==> src/rtl/mul_seq_8.sv <==
// mul_seq_8: sequences one 32-bit operand pair through the byte-sliced
// multiplier array and carry-save combiner, buffering the result valid/ready.
`default_nettype none

module mul_seq_8 (
  input  logic        clk,
  input  logic        reset,
  input  logic        in_valid,
  output logic        in_ready,
  input  logic [1:0]  in_sew,
  input  logic [31:0] in_a,
  input  logic [31:0] in_b,
  input  logic        in_last,
  output logic        cs_start,
  output logic [1:0]  cs_sew,
  output logic [63:0] mul_a,
  output logic [63:0] mul_b,
  input  logic [31:0] cs_product_1,
  input  logic [31:0] cs_product_2,
  output logic        out_valid,
  input  logic        out_ready,
  output logic [31:0] out_lo,
  output logic [31:0] out_hi,
  output logic        out_last,
  output logic        out_err,
  output logic        busy,
  output logic [15:0] ops_done
);

  typedef enum logic [2:0] {
    IDLE  = 3'd0,
    START = 3'd1,
    MUL1  = 3'd2,
    MUL2  = 3'd3,
    CAPT  = 3'd4
  } state_t;

  localparam logic [1:0] SEW8   = 2'b00;
  localparam logic [1:0] SEW16  = 2'b01;
  localparam logic [1:0] SEW32  = 2'b10;
  localparam logic [1:0] SEWBAD = 2'b11;

  state_t      state;
  state_t      state_nx;
  logic [31:0] a_q;
  logic [31:0] b_q;
  logic [1:0]  sew_q;
  logic        last_q;
  logic        err_q;
  logic        accept;
  logic        capt_fire;
  logic        drain;

  assign accept    = (state == IDLE) && in_valid;
  assign capt_fire = (state == CAPT) && (!out_valid || out_ready);
  assign drain     = out_valid && out_ready;
  assign busy      = (state != IDLE) || out_valid;

  always_ff @(posedge clk) begin
    if (!reset) begin
      state <= IDLE;
    end else begin
      state <= state_nx;
    end
  end

  always_ff @(posedge clk) begin
    if (!reset) begin
      a_q    <= '0;
      b_q    <= '0;
      sew_q  <= SEW8;
      last_q <= 1'b0;
      err_q  <= 1'b0;
    end else if (accept) begin
      a_q    <= in_a;
      b_q    <= in_b;
      sew_q  <= in_sew;
      last_q <= in_last;
      err_q  <= (in_sew == SEWBAD);
    end
  end

  // A reload in CAPT takes priority over a same-cycle drain so the buffer stays full.
  always_ff @(posedge clk) begin
    if (!reset) begin
      out_valid <= 1'b0;
      out_lo    <= '0;
      out_hi    <= '0;
      out_last  <= 1'b0;
      out_err   <= 1'b0;
    end else if (capt_fire) begin
      out_valid <= 1'b1;
      out_lo    <= err_q ? 32'd0 : cs_product_1;
      out_hi    <= err_q ? 32'd0 : cs_product_2;
      out_last  <= last_q;
      out_err   <= err_q;
    end else if (drain) begin
      out_valid <= 1'b0;
    end
  end

  always_ff @(posedge clk) begin
    if (!reset) begin
      ops_done <= '0;
    end else if (drain) begin
      ops_done <= ops_done + 16'd1;
    end
  end

  always_comb begin
    state_nx = state;
    in_ready = 1'b0;
    cs_start = 1'b0;
    cs_sew   = SEW8;
    mul_a    = '0;
    mul_b    = '0;
    case (state)
      IDLE: begin
        in_ready = 1'b1;
        if (in_valid) begin
          state_nx = (in_sew == SEWBAD) ? CAPT : START;
        end
      end
      START: begin
        cs_start = 1'b1;
        cs_sew   = sew_q;
        state_nx = MUL1;
      end
      MUL1: begin
        // Byte i of mul_a/mul_b feeds multiplier i+1.
        case (sew_q)
          SEW8: begin
            mul_a = {32'd0, a_q};
            mul_b = {32'd0, b_q};
          end
          SEW16: begin
            mul_a = {a_q[31:16], a_q[31:16], a_q[15:0], a_q[15:0]};
            mul_b = {b_q[31:24], b_q[31:24], b_q[23:16], b_q[23:16],
                     b_q[15:8],  b_q[15:8],  b_q[7:0],   b_q[7:0]};
          end
          SEW32: begin
            mul_a = {a_q, a_q};
            mul_b = {{4{b_q[15:8]}}, {4{b_q[7:0]}}};
          end
          default: begin
            mul_a = '0;
            mul_b = '0;
          end
        endcase
        state_nx = (sew_q == SEW32) ? MUL2 : CAPT;
      end
      MUL2: begin
        mul_a    = {a_q, a_q};
        mul_b    = {{4{b_q[31:24]}}, {4{b_q[23:16]}}};
        state_nx = CAPT;
      end
      CAPT: begin
        if (capt_fire) begin
          state_nx = IDLE;
        end
      end
      default: begin
        state_nx = IDLE;
      end
    endcase
  end

endmodule

`default_nettype wire

==> config.mk <==
export PLATFORM = sky130hd
export DESIGN_NAME = mul_seq_8
export DESIGN_NICKNAME = d
export VERILOG_FILES = /design/src/rtl/mul_seq_8.sv
export SDC_FILE = /design/constraint.sdc
export NUM_CORES = 1
export LEC_CHECK = 0
export CAP_MARGIN = 5
export CORE_ASPECT_RATIO = 1.75
export CORE_UTILIZATION = 32
export DETAILED_ROUTE_END_ITERATION = 10
export MAX_ROUTING_LAYER = met4
export SETUP_SLACK_MARGIN = 0.1
export SLEW_MARGIN = 20
export SYNTH_ARGS = -nofsm -noshare
export SYNTH_HDL_FRONTEND = slang
export SYNTH_SLANG_ARGS = --single-unit
==> constraint.sdc <==
create_clock -name clk -period 1.9 [get_ports clk]
set_clock_uncertainty 0.15 [all_clocks]
set_input_delay 0.19 -clock clk [delete_from_list [all_inputs] [get_ports clk]]
set_output_delay 0.19 -clock clk [all_outputs]
set_load 0.02 [all_outputs]
==> flow_results.org, run 1 <==
** Global routing
- The first global-routing pass estimated 45,800 µm of wire.
- After global routing the overflow that remains totals 0.
- Global routing consumed, over all layers together, 24.9% of the routing resources.
- The number of antenna violations at the first check in global routing is 2.
- Entering global routing, the biggest net connects 51 pins.
- The number of global-route vias before repair is 8,290.

** Power
- Of the total power, the clock network draws 38.0%.
- Int Pwr :: 0.00652 W
- Sequential share of power :: 39.6%
- The analysis attributes to net switching a power of 0.00254 W.
- Maximum VDD drop :: 0.000506 V
- Summed over all cells, the static leakage comes to 5.50 nW.
- Power density cells :: 662 nW/µm²
- Combinational logic is responsible for 22.5% of the overall power.
- Power comes to 0.00906 W.
- Of the total power, the share spent switching nets is 28.0%.

** Layout
- Summing all flip-flop and latch instances after layout gives 3100 µm².
- Ratio of cells with drive above 1 in the final layout :: 30.9%
- In the layout the commonest cells are sky130_fd_sc_hd__nand2_1, sky130_fd_sc_hd__clkdlybuf4s50_1, sky130_fd_sc_hd__dfxtp_1.
- Multi-input gate area in the final layout :: 4470 µm²
- Count of filler cells inserted in the layout :: 2,150
- Compared with the post-synthesis result, the final layout area differs by 77.5%.
- Net count, final :: 1,512
- Most frequent standard cell in the layout excluding fill and tap cells :: sky130_fd_sc_hd__nand2_1

** Placement
- Port buffering added 350 buffers.
- The congestion estimate from routability-driven global placement came to 0.873.
- Detailed placement ended at an HPWL of 22,000 µm.
- OpenSTA, run right after detailed placement, puts the worst setup slack at -0.286 ns.

** Critical path
- Of all nets on the critical path, the largest fanout is 7.
- The worst setup path is launched from a flip-flop.
- Required @ worst endpoint :: 1.56 ns
- Critical path, cell by cell :: nor2b_2 -> nor3b_4 -> buf_6 -> a222oi_1 -> inv_1 -> buf_2
- The worst setup path is captured at an output pin.
- Slowest CP cell :: sky130_fd_sc_hd__a222oi_1
- Worst path max stage delay :: 0.35 ns
- The critical path is of the flip-flop to output pin type.
- Worst path arrival time :: 1.88 ns

** Clock network
- After clock tree synthesis, the clock-pin slew on the worst setup and hold paths is 0.06 ns.
- The number of hold buffers added after CTS was 0.
- The clock tree synthesis step divided the H-tree into 4 levels.
- In this run the deepest clock path goes through 2 buffers.
- Clk Latency, worst-skew pair :: 0.44 ns
- Buffers inserted during clock tree synthesis total 17.
- Cell chosen for the clock root :: sky130_fd_sc_hd__clkbuf_16
- CTS tree :: built
- Counting every sink on the clock net gives 154.

** Timing
- Max-slew headroom :: 76.3%
- The final number of hold-violating endpoints came to 0.
- Unrepaired setup endpoints after global routing :: true
- Accumulated negative setup slack :: -45.38 ns
- For the pin with the worst max-slew slack, the measured transition is 0.352 ns.
- For the finished layout, the period the worst path requires is 2.22 ns.
- Setup violations remaining at the end of the flow were counted as 260.
- Worst hold-check slack :: 0.151 ns
- The count of final max-slew check failures came to 0.
- After layout, the worst path uses 117% of the clock period.
- Achievable clock frequency :: 450 MHz
- Final worst setup slack :: -0.324 ns

** Floorplanning
- The floorplan step defined a core boundary enclosing 23,500 µm².
- From left edge to right edge, the die measures 119 µm.
- Die Y :: 207 µm
- FP Rows :: 74
- For this configuration, the core starts out at a cell density of 32.8%.
- DIE AREA :: 24,700 µm²
- During I/O placement, the number of pins put on the boundary was 351.

** Drt
- In the routed design, unresolved DRC markers number 0.
- Total via count in the routed design :: 8,542
- Aggregate routed wire length :: 32,100 µm
- Dividing the detail-routed via count by the number of cells gives 5.04.
- Antenna-violating nets left :: 0
- The detailed router finished its first iteration with 398 violations.
- After detailed routing, the average wire length per cell comes to 18.9 µm.
- The first detailed-routing pass ran for 7 iterations.

** Job
- # Max-Cap Violations :: 0

** Run status
- Violated checks :: negative setup slack
- The flow ran to the end, but the final reports show violations.

** Logic synthesis
- Post-synthesis cell area :: 7710 µm²
- Synthesized flop and latch total :: 154
- Syn nets :: 1,092
- In this run the mean area of a mapped cell was 8.07 µm².
- Number of standard cells after synthesis :: 956
- Yosys warnings :: 0
- Count of distinct cell types in the synthesized netlist :: 40
- The share of the Yosys chip area taken by registers is 40.0%.

** Hold path
- The path class of the tightest hold or removal check is input pin to flip-flop.
## flip-flops by register name (all words and copies together) (netlist names)
register   count
a_q           32
b_q           32
err_q          1
last_q         1
ops_done      16
out_err        1
out_hi        32
out_last       1
out_lo        32
out_valid      1
sew_q          2
state          3
## power groups by stage
stage | Combinational [W] | Clock, W | Sequential, W
final | 0.00204 | 0.00344 | 0.00359
after global routing | 0.00218 | 0.00365 | 0.00361
after CTS | 0.00174 | 0.00353 | 0.00359
after detailed placement | 0.00167 | 0 | 0.00365
after global placement | 0.00166 | 0 | 0.00365
after floorplan | 0.000751 | 0 | 0.00366
## per-layer routing
metal / global-route usage [%] / share of wire, % / routed length (µm) / vias up
met5: - / 0 / 0 / -
met4: 12.7 / 4.7 / 1500 / 0
met3: 5.77 / 5.9 / 1880 / 79
met2: 45.5 / 54 / 17300 / 317
met1: 24.0 / 35 / 11400 / 3998
li1: - / - / - / 4148
## final cells by class
type | count | area share [%]
multi-input cells | 693 | 32.7
well taps | 304 | 2.78
flip-flops and latches | 154 | 22.6
inverters | 14 | 0.402
clock inverters | 11 | 0.859
clock buffers | 21 | 3.44
repair buffers | 496 | 37.2
diodes | 2 | 0.0366
## stage by stage
step | area (µm²) | utilization (%) | instances
floorplan | 7860 | - | 956
global placement | 12100 | 51.6 | 1609
detailed placement | 12100 | 51.6 | 1609
CTS | 12900 | 54.7 | 1658
global route | 13700 | 58.2 | 1695
finish | 13700 | 58.2 | 1695
## final timing paths
check                           startpoint          to  slack, ns  cells after the start
worst min register to register   out_lo[9]   out_lo[9]       0.30                      2
worst max-delay path              sew_q[1]   mul_b[40]      -0.32                      6
worst max register to register    state[0]  out_hi[25]      -0.31                      9
worst min-delay path              in_a[15]     a_q[15]       0.15                      3
## critical path, delay by kind of cell, from the launching register on
kind / cells / cell delay [ns]
buffers and inverters: 3 / 0.45
AOI/OAI and AO/OA: 1 / 0.35
DFF: 1 / 0.33
and+or+nand+nor: 2 / 0.31
## kinds of logic after synthesis
group	synth area share, %
XOR/XNOR	0.454
multiplexers	3.89
buffers and inverters	7.76
adder cells (fa/ha/maj)	0.162
flip-flops	40.0
AND/OR/NAND/NOR	27.0
AO/OA/AOI/OAI	20.7
## cell usage after synthesis, drive strengths merged
cell	instances	area share [%]
o21ai	30	1.9
xnor2	1	0.11
nand3b	9	0.88
xor2	3	0.34
nor4	2	0.16
inv	14	0.68
a211oi	1	0.26
a41o	2	0.26
nor3b	1	0.24
nor3	5	0.45
mux2i	30	3.9
nor2	17	1.0
nand2b	7	0.60
nand2	232	11
and4	3	0.34
or2b	1	0.097
a22o	63	7.2
nand3	7	0.52
buf	56	5.1
clkbuf	41	2.0
nor2b	3	0.24
a31oi	2	0.16
or3b	64	7.3
nand4	4	0.41
dfxtp	154	40
ha	1	0.16
a21oi	152	9.9
or3	7	0.57
and2	36	2.9
a222oi	8	1.0
## repair_timing
action                     4_1_cts  5_1_grt
setup buffers                   13       25
setup endpoints to repair      273      283
cloned                           4       11
resized for setup              467      272
hold endpoints to repair         0        0
pin swaps                       22       45
No activity file was read; power rests on OpenSTA's default activity.
==> inputs of run 2 (changes only) <==
--- a/config.mk
+++ b/config.mk
@@ -5,11 +5,12 @@
 export SDC_FILE = /design/constraint.sdc
 export NUM_CORES = 1
 export LEC_CHECK = 0
+export ABC_AREA = 1
 export CAP_MARGIN = 5
-export CORE_ASPECT_RATIO = 1.75
 export CORE_UTILIZATION = 32
 export DETAILED_ROUTE_END_ITERATION = 10
 export MAX_ROUTING_LAYER = met4
+export PLACE_DENSITY = 0.66
 export SETUP_SLACK_MARGIN = 0.1
 export SLEW_MARGIN = 20
 export SYNTH_ARGS = -nofsm -noshare
==> run 2 against run 1 <==
- the flow still finishes with violations (negative setup slack)
- count of clock-buffer cells in the layout down 2
- via count up 2.2%
- sequential power about the same
- die area down 9.1%
- hold slack worse by 0.13 ns
==> flow_results.org, run 2 <==
** Timing
- Achievable clock frequency :: 437 MHz
- Clock period minus final worst setup slack :: 2.29 ns
- In this run the tightest slew margin relative to its limit is 71.7%.
- Final hold analysis gives a worst-case slack of 0.0256 ns.
- Summed over all failing endpoints, the final setup total negative slack is -32.79 ns.
- Number of failing setup endpoints in the final timing report :: 134
- Once routing completed, OpenROAD measured the worst setup slack at -0.389 ns.
- Of the available clock period, the critical path in the final layout requires 120%.
- Number of hold-slack violations in the final timing report :: 0
- Final Max Slew Viols :: 0
- Unrepaired setup endpoints after global routing :: true
- For the pin with the worst max-slew slack, the measured transition is 0.425 ns.

** Layout
- Ratio of cells with drive above 1 in the final layout :: 36.6%
- Area growth syn-to-layout :: 102%
- Commonest non-fill, non-tap cells in the layout :: sky130_fd_sc_hd__clkdlybuf4s50_1, sky130_fd_sc_hd__nand2_1, sky130_fd_sc_hd__dfxtp_1
- Count of filler cells inserted in the layout :: 1,620
- Most frequent standard cell in the layout excluding fill and tap cells :: sky130_fd_sc_hd__clkdlybuf4s50_1
- Net count, final :: 1,540
- After routing the design area is 14,200 µm².
- Cells fill 66.7% of the core in the end.

** Power
- Maximum VDD drop :: 0.000593 V
- Leakage power total :: 5.54 nW
- Power density cells :: 736 nW/µm²

** Global routing
- Total Routing Usage GR :: 24.9%
- Entering global routing, the biggest net connects 74 pins.
- The first global-routing pass estimated 42,100 µm of wire.
- The number of antenna violations at the first check in global routing was 1.
- Residual overflow from global routing :: 0
- The number of global-route vias before repair came to 7,945.

** Floorplanning
- The initial utilization of the core area, before any placement, comes to 33.0%.
- In this run the vertical extent of the chip is 150 µm.
- Number of top-level pins :: 351
- After floorplanning, the core was sized to cover 21,200 µm².
- DIE AREA :: 22,500 µm²
- Width of the die :: 150 µm
- After floorplanning, the core was divided into 53 placement rows.

** Drt
- The first detailed-routing pass ran for 6 iterations.
- Aggregate routed wire length :: 31,500 µm
- The count of nets left with antenna violations once routing finished came out at 0.
- Average vias per placed instance :: 5.15
- For this block, wires on met1 add up to 12,300 µm.
- Detailed routing placed a total of 15,700 µm of wire on met2.
- Amount of wire on met3 after detailed routing :: 2650 µm
- DRC violation count after routing :: 0
- Total via count in the routed design :: 8,726
- Drt first-iter violations :: 445
- In the final routed layout, each cell accounts on average for 18.6 µm.
- DR top layer :: met4

** Clock network
- Inserted Clock Buffers :: 17
- The H-tree was split into 4 levels.
- Clock tree synthesis found a total of 154 sinks.
- Max Buffers Root-to-Sink :: 2
- TritonCTS built the clock tree.
- Cell chosen for the clock root :: sky130_fd_sc_hd__clkbuf_16
- Clk Latency, worst-skew pair :: 0.42 ns
- Clk pin slew, worst setup/hold paths :: 0.07 ns

** Logic synthesis
- Synthesis produced a netlist with a net count of 1,118.
- Leading post-synthesis cells by cell area :: sky130_fd_sc_hd__dfxtp_1, sky130_fd_sc_hd__a21oi_1, sky130_fd_sc_hd__nand2_1, sky130_fd_sc_hd__o21ai_0, sky130_fd_sc_hd__inv_1
- During synthesis, Yosys emitted a total of 0 warnings.
- The commonest cells after synthesis are sky130_fd_sc_hd__nand2_1, sky130_fd_sc_hd__a21oi_1, sky130_fd_sc_hd__dfxtp_1.
- Of all cell types, the one taking the most synthesized area is sky130_fd_sc_hd__dfxtp_1.
- Count of flip-flops with a built-in enable after synthesis :: 0
- Post-synthesis cell area :: 7010 µm²
- Register area share after synthesis :: 44.0%
- Number of standard cells after synthesis :: 982
- Yosys instantiated no cell more often than sky130_fd_sc_hd__nand2_1.
- Main flop type after synthesis :: sky130_fd_sc_hd__dfxtp_1
- Of the post-synthesis cell area, the dominant cell type holds 44.0%.
- Fraction of registers with async set/reset :: 0%
- Synthesized flop and latch total :: 154
- Averaged over all synthesized cells, the footprint is 7.13 µm².
- In this run, distinct cell masters in the synthesized netlist total 34.

** Critical path
- Worst reg2reg startpoint :: state[2]
- Crit path from :: sew_q[0]
- Largest driver fanout on the critical path :: 5
- Register-to-register setup slack :: -0.02 ns
- Worst path arrival time :: 1.95 ns
- By startpoint and endpoint, the worst setup path is classified as flip-flop to output pin.
- Capturing element type of the critical path :: output pin
- Reg-to-reg endpoint :: a_q[16]
- The number of cells on the worst reg-to-reg path is 8.
- STA classifies the critical path startpoint as a flip-flop.
- For the worst setup path, the data required time is 1.56 ns.

** Placement
- Once placement finished, the instance area stood at 11,100 µm².
- Quantity of I/O buffers inserted on ports :: 350
- Routability congestion estimate from global placement :: 0.889
- Half-perimeter wire length after placement :: 18,900 µm

** Job
- # Max-Cap Violations :: 0

** Run status
- Status :: finished, violations left
- Violated checks :: negative setup slack

** Hold path
- Worst Hold Depth :: 3
- In this run the most critical hold path is launched from reset.
- Endpoint of the worst hold path :: ops_done[10]
- The min-delay analysis places its worst path in the category input pin to flip-flop.
run 2: changes by cell type in the layout (fill, tap and decap cells not counted), moves of 31 or more:
cell                      change
sky130_fd_sc_hd__buf_4       -31
sky130_fd_sc_hd__nand2_1     -66
sky130_fd_sc_hd__a22o_1      -55
sky130_fd_sc_hd__buf_6       +63
sky130_fd_sc_hd__inv_1       +80
sky130_fd_sc_hd__o21ai_0     +56
sky130_fd_sc_hd__nor2_4      +33
sky130_fd_sc_hd__and2_1      -33
sky130_fd_sc_hd__nor2_1      +33
run 2: power breakdown:
part | total (W) | switching, W | internal, W
Clock | 0.00370 | 0.00145 | 0.00225
Sequential | 0.00362 | 0.000134 | 0.00349
Combinational | 0.00310 | 0.00172 | 0.00139
Total | 0.0104 | 0.00330 | 0.00712
run 2: metal layers:
metal / up-vias / GRT usage (%)
met4: 0 / 8.38
met3: 63 / 6.49
met2: 452 / 41.8
met1: 4135 / 28.5
met5: - / -
li1: 4076 / -
run 2: stage by stage:
step / std cells / setup WS (ns) / total power, W
6_report: 1693 / -0.389 / 0.0104
5_1_grt: 1693 / -0.444 / 0.0108
4_1_cts: 1662 / -0.328 / 0.00984
3_5_place_dp: 1590 / -0.372 / 0.00571
3_3_place_gp: 1590 / -0.344 / 0.00568
2_1_floorplan: 982 / 0.0334 / 0.00472
run 2: worst max-delay path: stages (launching register included):
cell                              delay [ns]
sky130_fd_sc_hd__dfxtp_2                0.33
sky130_fd_sc_hd__buf_6                  0.12
sky130_fd_sc_hd__nor2_4                 0.19
sky130_fd_sc_hd__clkinvlp_4             0.25
sky130_fd_sc_hd__o22ai_2                0.21
sky130_fd_sc_hd__o21ai_0                0.12
sky130_fd_sc_hd__nand2_1                0.08
sky130_fd_sc_hd__clkdlybuf4s15_2        0.26
run 2: repair_timing:
item,4_1_cts,5_1_grt
pin swaps,19,38
cloned,6,15
setup endpoints to repair,141,262
setup buffers,35,16
hold buffers,0,0
gates resized for setup,925,230
run 2: cell type report:
cell class	count	area [µm²]	share of cell area [%]
Multi-Input combinational cell	647	4410	31.1
Timing Repair inverter	1	7.51	0.0530
Clock buffer	19	443	3.13
Timing Repair Buffer	478	5240	37.0
Inverter	105	428	3.02
Sequential cell	154	3090	21.9
Antenna cell	1	2.50	0.0177
Clock inverter	13	190	1.34
Tap cell	275	344	2.43
run 2: worst max-delay path by stage:
stage / end / slack, ns / cells after the start
finish: mul_b[30] / -0.39 / 7
global route: mul_b[30] / -0.44 / 7
CTS: mul_b[59] / -0.33 / 8
detailed placement: mul_a[24] / -0.37 / 6
global placement: mul_b[57] / -0.34 / 7
floorplan: mul_b[57] / 0.03 / 6
run 2: logic make-up after synthesis:
| group | share of synthesized area (%) |
|---|---|
| AO/OA/AOI/OAI | 25.1 |
| AND/OR/NAND/NOR | 18.2 |
| buffers and inverters | 12.5 |
| flip-flops | 44.0 |
| adder cells (fa/ha/maj) | 0.179 |
